`src/rtl/gate_unit_pipe.sv`:
```
// gate_unit_pipe: registered WIDTH-bit gate unit with eight selectable functions.
// Operands are taken through a valid/ready handshake. Results leave through a
// 2-entry in-order FIFO. A saturating counter tracks how many results were popped.
// Optional macro GATE_SWEEP_EN adds a sweep generator that replays the 00/01/10/11
// operand pattern with a captured gate op.

// One bit of the gate function. The top instantiates one per result bit.
module gate_unit_lane (
    input  logic [2:0] op,
    input  logic       a,
    input  logic       b,
    output logic       y
);
    // Gate select: AND, OR, NAND, NOR, XOR, XNOR, NOT a, BUF a
    always_comb begin
        y = 1'b0;
        case (op)
            3'd0: y = a & b;
            3'd1: y = a | b;
            3'd2: y = ~(a & b);
            3'd3: y = ~(a | b);
            3'd4: y = a ^ b;
            3'd5: y = ~(a ^ b);
            3'd6: y = ~a;
            default: y = a;
        endcase
    end
endmodule

module gate_unit_pipe #(
    parameter int WIDTH = 8,
    parameter int CNT_W = 16
) (
    input  logic             clk,
    input  logic             rst,
    input  logic             in_valid,
    output logic             in_ready,
    input  logic [WIDTH-1:0] in_a,
    input  logic [WIDTH-1:0] in_b,
    input  logic [2:0]       in_op,
    output logic             out_valid,
    input  logic             out_ready,
    output logic [WIDTH-1:0] out_y,
    output logic             out_zero,
    output logic [CNT_W-1:0] result_cnt,
    input  logic             sweep_start,
    input  logic [2:0]       sweep_op,
    output logic             sweep_busy,
    output logic             sweep_done
);
    localparam logic [CNT_W-1:0] CNT_ONE = {{(CNT_W-1){1'b0}}, 1'b1};

    logic [WIDTH-1:0] mem [2];
    logic             wr_ptr, rd_ptr;
    logic [1:0]       count;
    logic [WIDTH-1:0] y_q;
    logic [CNT_W-1:0] cnt_q;

    logic             push, pop, push_ext;
    logic             sweep_push;
    logic [2:0]       sweep_op_q;
    logic [WIDTH-1:0] sweep_a, sweep_b;
    logic [2:0]       push_op;
    logic [WIDTH-1:0] push_a, push_b, push_y;

`ifdef GATE_SWEEP_EN
    typedef enum logic [1:0] {IDLE, RUN, DONE} sweep_state_t;

    sweep_state_t state, state_nxt;
    logic [1:0]   idx, idx_nxt;
    logic [2:0]   sweep_op_nxt;

    // Sweep state, index and captured op
    always_ff @(posedge clk) begin
        if (rst) begin
            state      <= IDLE;
            idx        <= 2'd0;
            sweep_op_q <= 3'd0;
        end else begin
            state      <= state_nxt;
            idx        <= idx_nxt;
            sweep_op_q <= sweep_op_nxt;
        end
    end

    // Sweep next-state and outputs. A push happens on every RUN cycle that has FIFO room.
    always_comb begin
        state_nxt    = state;
        idx_nxt      = idx;
        sweep_op_nxt = sweep_op_q;
        sweep_push   = 1'b0;
        sweep_busy   = 1'b0;
        sweep_done   = 1'b0;
        case (state)
            IDLE: begin
                if (sweep_start) begin
                    sweep_op_nxt = sweep_op;
                    idx_nxt      = 2'd0;
                    state_nxt    = RUN;
                end
            end
            RUN: begin
                sweep_busy = 1'b1;
                if (count < 2'd2) begin
                    sweep_push = 1'b1;
                    idx_nxt    = idx + 2'd1;
                    if (idx == 2'd3) state_nxt = DONE;
                end
            end
            DONE: begin
                sweep_done = 1'b1;
                state_nxt  = IDLE;
            end
            default: state_nxt = IDLE;
        endcase
    end

    assign sweep_a = {WIDTH{idx[1]}};
    assign sweep_b = {WIDTH{idx[0]}};
`else
    logic sweep_unused;
    assign sweep_unused = sweep_start ^ (^sweep_op);
    assign sweep_push   = 1'b0;
    assign sweep_busy   = 1'b0;
    assign sweep_done   = 1'b0;
    assign sweep_op_q   = 3'd0;
    assign sweep_a      = '0;
    assign sweep_b      = '0;
`endif

    // in_ready depends on state only, so a full FIFO never passes data through.
    assign in_ready  = (count < 2'd2) && !sweep_busy;
    assign push_ext  = in_valid && in_ready;
    assign push      = push_ext || sweep_push;
    assign out_valid = (count != 2'd0);
    assign pop       = out_valid && out_ready;

    assign push_op = sweep_push ? sweep_op_q : in_op;
    assign push_a  = sweep_push ? sweep_a    : in_a;
    assign push_b  = sweep_push ? sweep_b    : in_b;

    for (genvar i = 0; i < WIDTH; i++) begin : g_lane
        gate_unit_lane u_lane (
            .op (push_op),
            .a  (push_a[i]),
            .b  (push_b[i]),
            .y  (push_y[i])
        );
    end

    // FIFO storage, pointers and occupancy. y_q mirrors the head and keeps its value when the FIFO empties.
    always_ff @(posedge clk) begin
        if (rst) begin
            wr_ptr <= 1'b0;
            rd_ptr <= 1'b0;
            count  <= 2'd0;
            y_q    <= '0;
            cnt_q  <= '0;
            mem[0] <= '0;
            mem[1] <= '0;
        end else begin
            if (push) begin
                mem[wr_ptr] <= push_y;
                wr_ptr      <= ~wr_ptr;
            end
            if (pop) begin
                rd_ptr <= ~rd_ptr;
                if (cnt_q != '1) cnt_q <= cnt_q + CNT_ONE;
            end
            case ({push, pop})
                2'b10:   count <= count + 2'd1;
                2'b01:   count <= count - 2'd1;
                default: count <= count;
            endcase
            if (count == 2'd0 && push)
                y_q <= push_y;
            else if (pop && count == 2'd2)
                y_q <= mem[~rd_ptr];
            else if (pop && push)
                y_q <= push_y;
        end
    end

    assign out_y      = y_q;
    assign out_zero   = out_valid && (y_q == '0);
    assign result_cnt = cnt_q;
endmodule

```
`config.mk`:
```
export PLATFORM = sky130hd
export DESIGN_NAME = gate_unit_pipe
export DESIGN_NICKNAME = d
export VERILOG_FILES = /design/src/rtl/gate_unit_pipe.sv
export SDC_FILE = /design/constraint.sdc
export NUM_CORES = 1
export LEC_CHECK = 0
export ABC_AREA = 1
export CAP_MARGIN = 20
export CORE_MARGIN = 3
export CORE_UTILIZATION = 50
export CTS_BUF_LIST = sky130_fd_sc_hd__clkbuf_2
export CTS_CLUSTER_DIAMETER = 100
export CTS_CLUSTER_SIZE = 12
export DETAILED_ROUTE_END_ITERATION = 8
export PLACE_DENSITY = 0.81
export SLEW_MARGIN = 30
export SYNTH_ARGS = -nofsm -noshare
export SYNTH_HDL_FRONTEND = slang
export SYNTH_SLANG_ARGS = --single-unit
```
`constraint.sdc`:
```
create_clock -name clk -period 2.1 [get_ports clk]
set_input_delay 0.21 -clock clk [delete_from_list [all_inputs] [get_ports clk]]
set_output_delay 0.21 -clock clk [all_outputs]
set_load 0.05 [all_outputs]
```
==> impl_metrics.json <==
{
  "antenna_found_initial": 0,
  "rsz0062_at_grt": "false",
  "hp-class": "input port to flip-flop",
  "path_delay_family": "buffers and inverters",
  "synth_cell_type_count": 33,
  "area_growth_pct": 19.6,
  "synth_edf_count": 16,
  "core_mm2": 0.00642,
  "drive_gt1_frac": 0.116,
  "grt_pass1_vias": 2918,
  "io_buffer_count": 49,
  "r2r_end": "result_cnt[0]",
  "final-hold-violation-count": 0,
  "drt-wirelength-per-cell_um": 12.4,
  "post_cts_buffers": 0,
  "drcViolationCount": 0,
  "ys_ff_latch": 44,
  "critPathRequiredTime_ps": 1890,
  "crit_chain": "clkdlybuf4s50_1",
  "dieArea_mm2": 0.00773,
  "grt_max_degree": 32,
  "worstSetupEndpointType": "output pin",
  "clk_path_buf_depth": 2,
  "grt_overflow": 0,
  "drt_iter0_markers": 188,
  "ys_async_sr_fraction": 0,
  "hpwl_um": 5960,
  "clock_latency_ps": 420,
  "cts.reportedPaths.clkPinSlew_ps": 220,
  "min_period_ps": 1970,
  "cts-root-buf": "clkbuf_2",
  "worstMarginPinSlew_ps": 525,
  "grt_pass1_wl_um": 13000,
  "finalNonFillerCells": 622,
  "syn_avg_cell_area_um2": 6.83,
  "slew_headroom": 0.649,
  "fin_tns_setup_ps": 0,
  "fmax_mhz": 508,
  "cpMaxStageDelayCell": "clkdlybuf4s50_1",
  "status": "finished, final reports clean",
  "cp_num_cells": 1,
  "syn_inst": 491,
  "drv_cap": 0,
  "reg2reg_depth": 8,
  "r2r-start": "result_cnt[0]",
  "drtPass1Iterations": 4,
  "clock-sinks": 44,
  "ys_dominant_reg_cell": "dfxtp_1",
  "antenna_left": 0,
  "r2r_slack_ps": 230,
  "synthTopCellsByArea": "dfxtp_1 (17%), edfxtp_1 (14%), nand2_1 (14%), nand3_1 (9.0%), inv_1 (7.8%)",
  "yosysWarnings": 0,
  "cp_max_fo": 5,
  "power_density_mw_per_mm2": 719,
  "startpoint": "result_cnt[9]",
  "route.vias.total": 3261,
  "die_w_um": 87.9,
  "slowest_delay_ps": 850,
  "io_pins": 56,
  "dp.cells": 614,
  "netlist.area_leader.share": 0.167,
  "die_h_um": 87.9,
  "htree_levels": 2,
  "routabilityCongestion": 0.852,
  "ys_seq_area_frac": 0.310,
  "n_fill_cell": 581,
  "seq_area_mm2": 0.00104,
  "numCtsBuffers": 5,
  "cts_tree": "yes",
  "row_count": 29,
  "routed_wl_um": 7690,
  "cp_num_buf_inv": 1,
  "viasPerCell": 5.24,
  "yosys.area.top_type": "dfxtp_1",
  "leakage_uw": 0.00189,
  "crit_end": "result_cnt[9]",
  "grt_use_total": 0.210,
  "antenna_cells": 0,
  "crit_type": "flip-flop to output pin",
  "mostFrequentLayoutCell": "nand2_1",
  "worstSetupStartpointType": "flip-flop",
  "initial_utilization": 0.522,
  "report.final.slew_viol_count": 0,
  "holdBufCountCts": 0,
  "finalNetCount": 590,
  "peakVddDrop_uv": 517,
  "layout_common_cells": "nand2_1 (121), inv_1 (70), nand3_1 (60)",
  "fin_crit_sh": 0.937,
  "arrival_ps": 1760,
  "setup_violations": 0,
  "multiInputGateArea_mm2": 0.00190,
  "skew_ps": 16.8,
  "syn_area_mm2": 0.00335
}
==> flip-flops by register name (all words and copies together), names as in the netlist <==
name / flops
rd_ptr: 1
wr_ptr: 1
result_cnt: 16
mem: 16
out_y: 8
count: 2
==> worst min path at each step <==
stage | slack [ps] | cells past startpoint | startpoint | endpoint
floorplan | 450 | 3 | in_valid | wr_ptr
global placement | 470 | 2 | wr_ptr | wr_ptr
finish | 500 | 4 | rst | result_cnt[10]
CTS | 490 | 4 | rst | result_cnt[10]
global route | 490 | 4 | rst | result_cnt[10]
detailed placement | 490 | 2 | wr_ptr | wr_ptr
==> stage by stage <==
stage | util | hold WS [ps] | total power, uW | setup slack, ps | instance area (um2)
after floorplan | - | 451 | 2060 | 109 | 3360
after global placement | 0.615 | 474 | 2420 | 205 | 3950
after detailed placement | 0.615 | 487 | 2450 | 193 | 3950
after CTS | 0.625 | 494 | 2900 | 119 | 4010
after global routing | 0.625 | 495 | 3070 | 56.6 | 4010
final | 0.625 | 503 | 2880 | 131 | 4010
==> routing by layer <==
metal	track usage	part of all wire	wire (um)	up-vias
met5	0	0	0	-
met4	0.0656	0.016	124	0
met3	0.0357	0.051	392	12
met2	0.377	0.52	3980	97
met1	0.254	0.42	3190	1473
li1	-	-	-	1679
==> timing repair <==
item | CTS | global route
endpoints found under the setup margin | 1 | 0
hold endpoints to repair | 0 | 0
resized for setup | 1 | 0
==> cells by family after synthesis <==
group                    synth area share
flip-flops                          0.310
adder cells (fa/ha/maj)            0.0709
multiplexers                       0.0235
XOR/XNOR                           0.0235
AO/OA/AOI/OAI                      0.0589
AND/OR/NAND/NOR                     0.386
buffers and inverters               0.126
other                             0.00112
==> layout make-up <==
cell class,count,share of cell area
multi-input combinational,348,0.473
sequential,44,0.260
timing repair buffer,64,0.153
inverter,81,0.0758
tap,77,0.0240
clock inverter,3,0.00936
clock buffer,5,0.00624
==> synthesized netlist by cell type, types with 4 or more instances <==
cell type,count
edfxtp_1,16
mux2_2,7
xor2_1,6
nor2_1,55
nand3_1,60
buf_4,6
nand4_1,24
inv_1,70
dfxtp_1,28
o21ai_0,7
buf_2,7
nor2_4,5
clkbuf_1,4
inv_2,11
nand2_1,121
a21oi_2,9
ha_1,19
a21oi_1,13
==> where the power goes <==
group          switching [uW]  total (uW)  internal (uW)
registers                 102        1110           1010
clock network             270         464            194
logic                     869        1310            439
total                    1240        2880           1640
No activity file was read; power rests on OpenSTA's default activity.
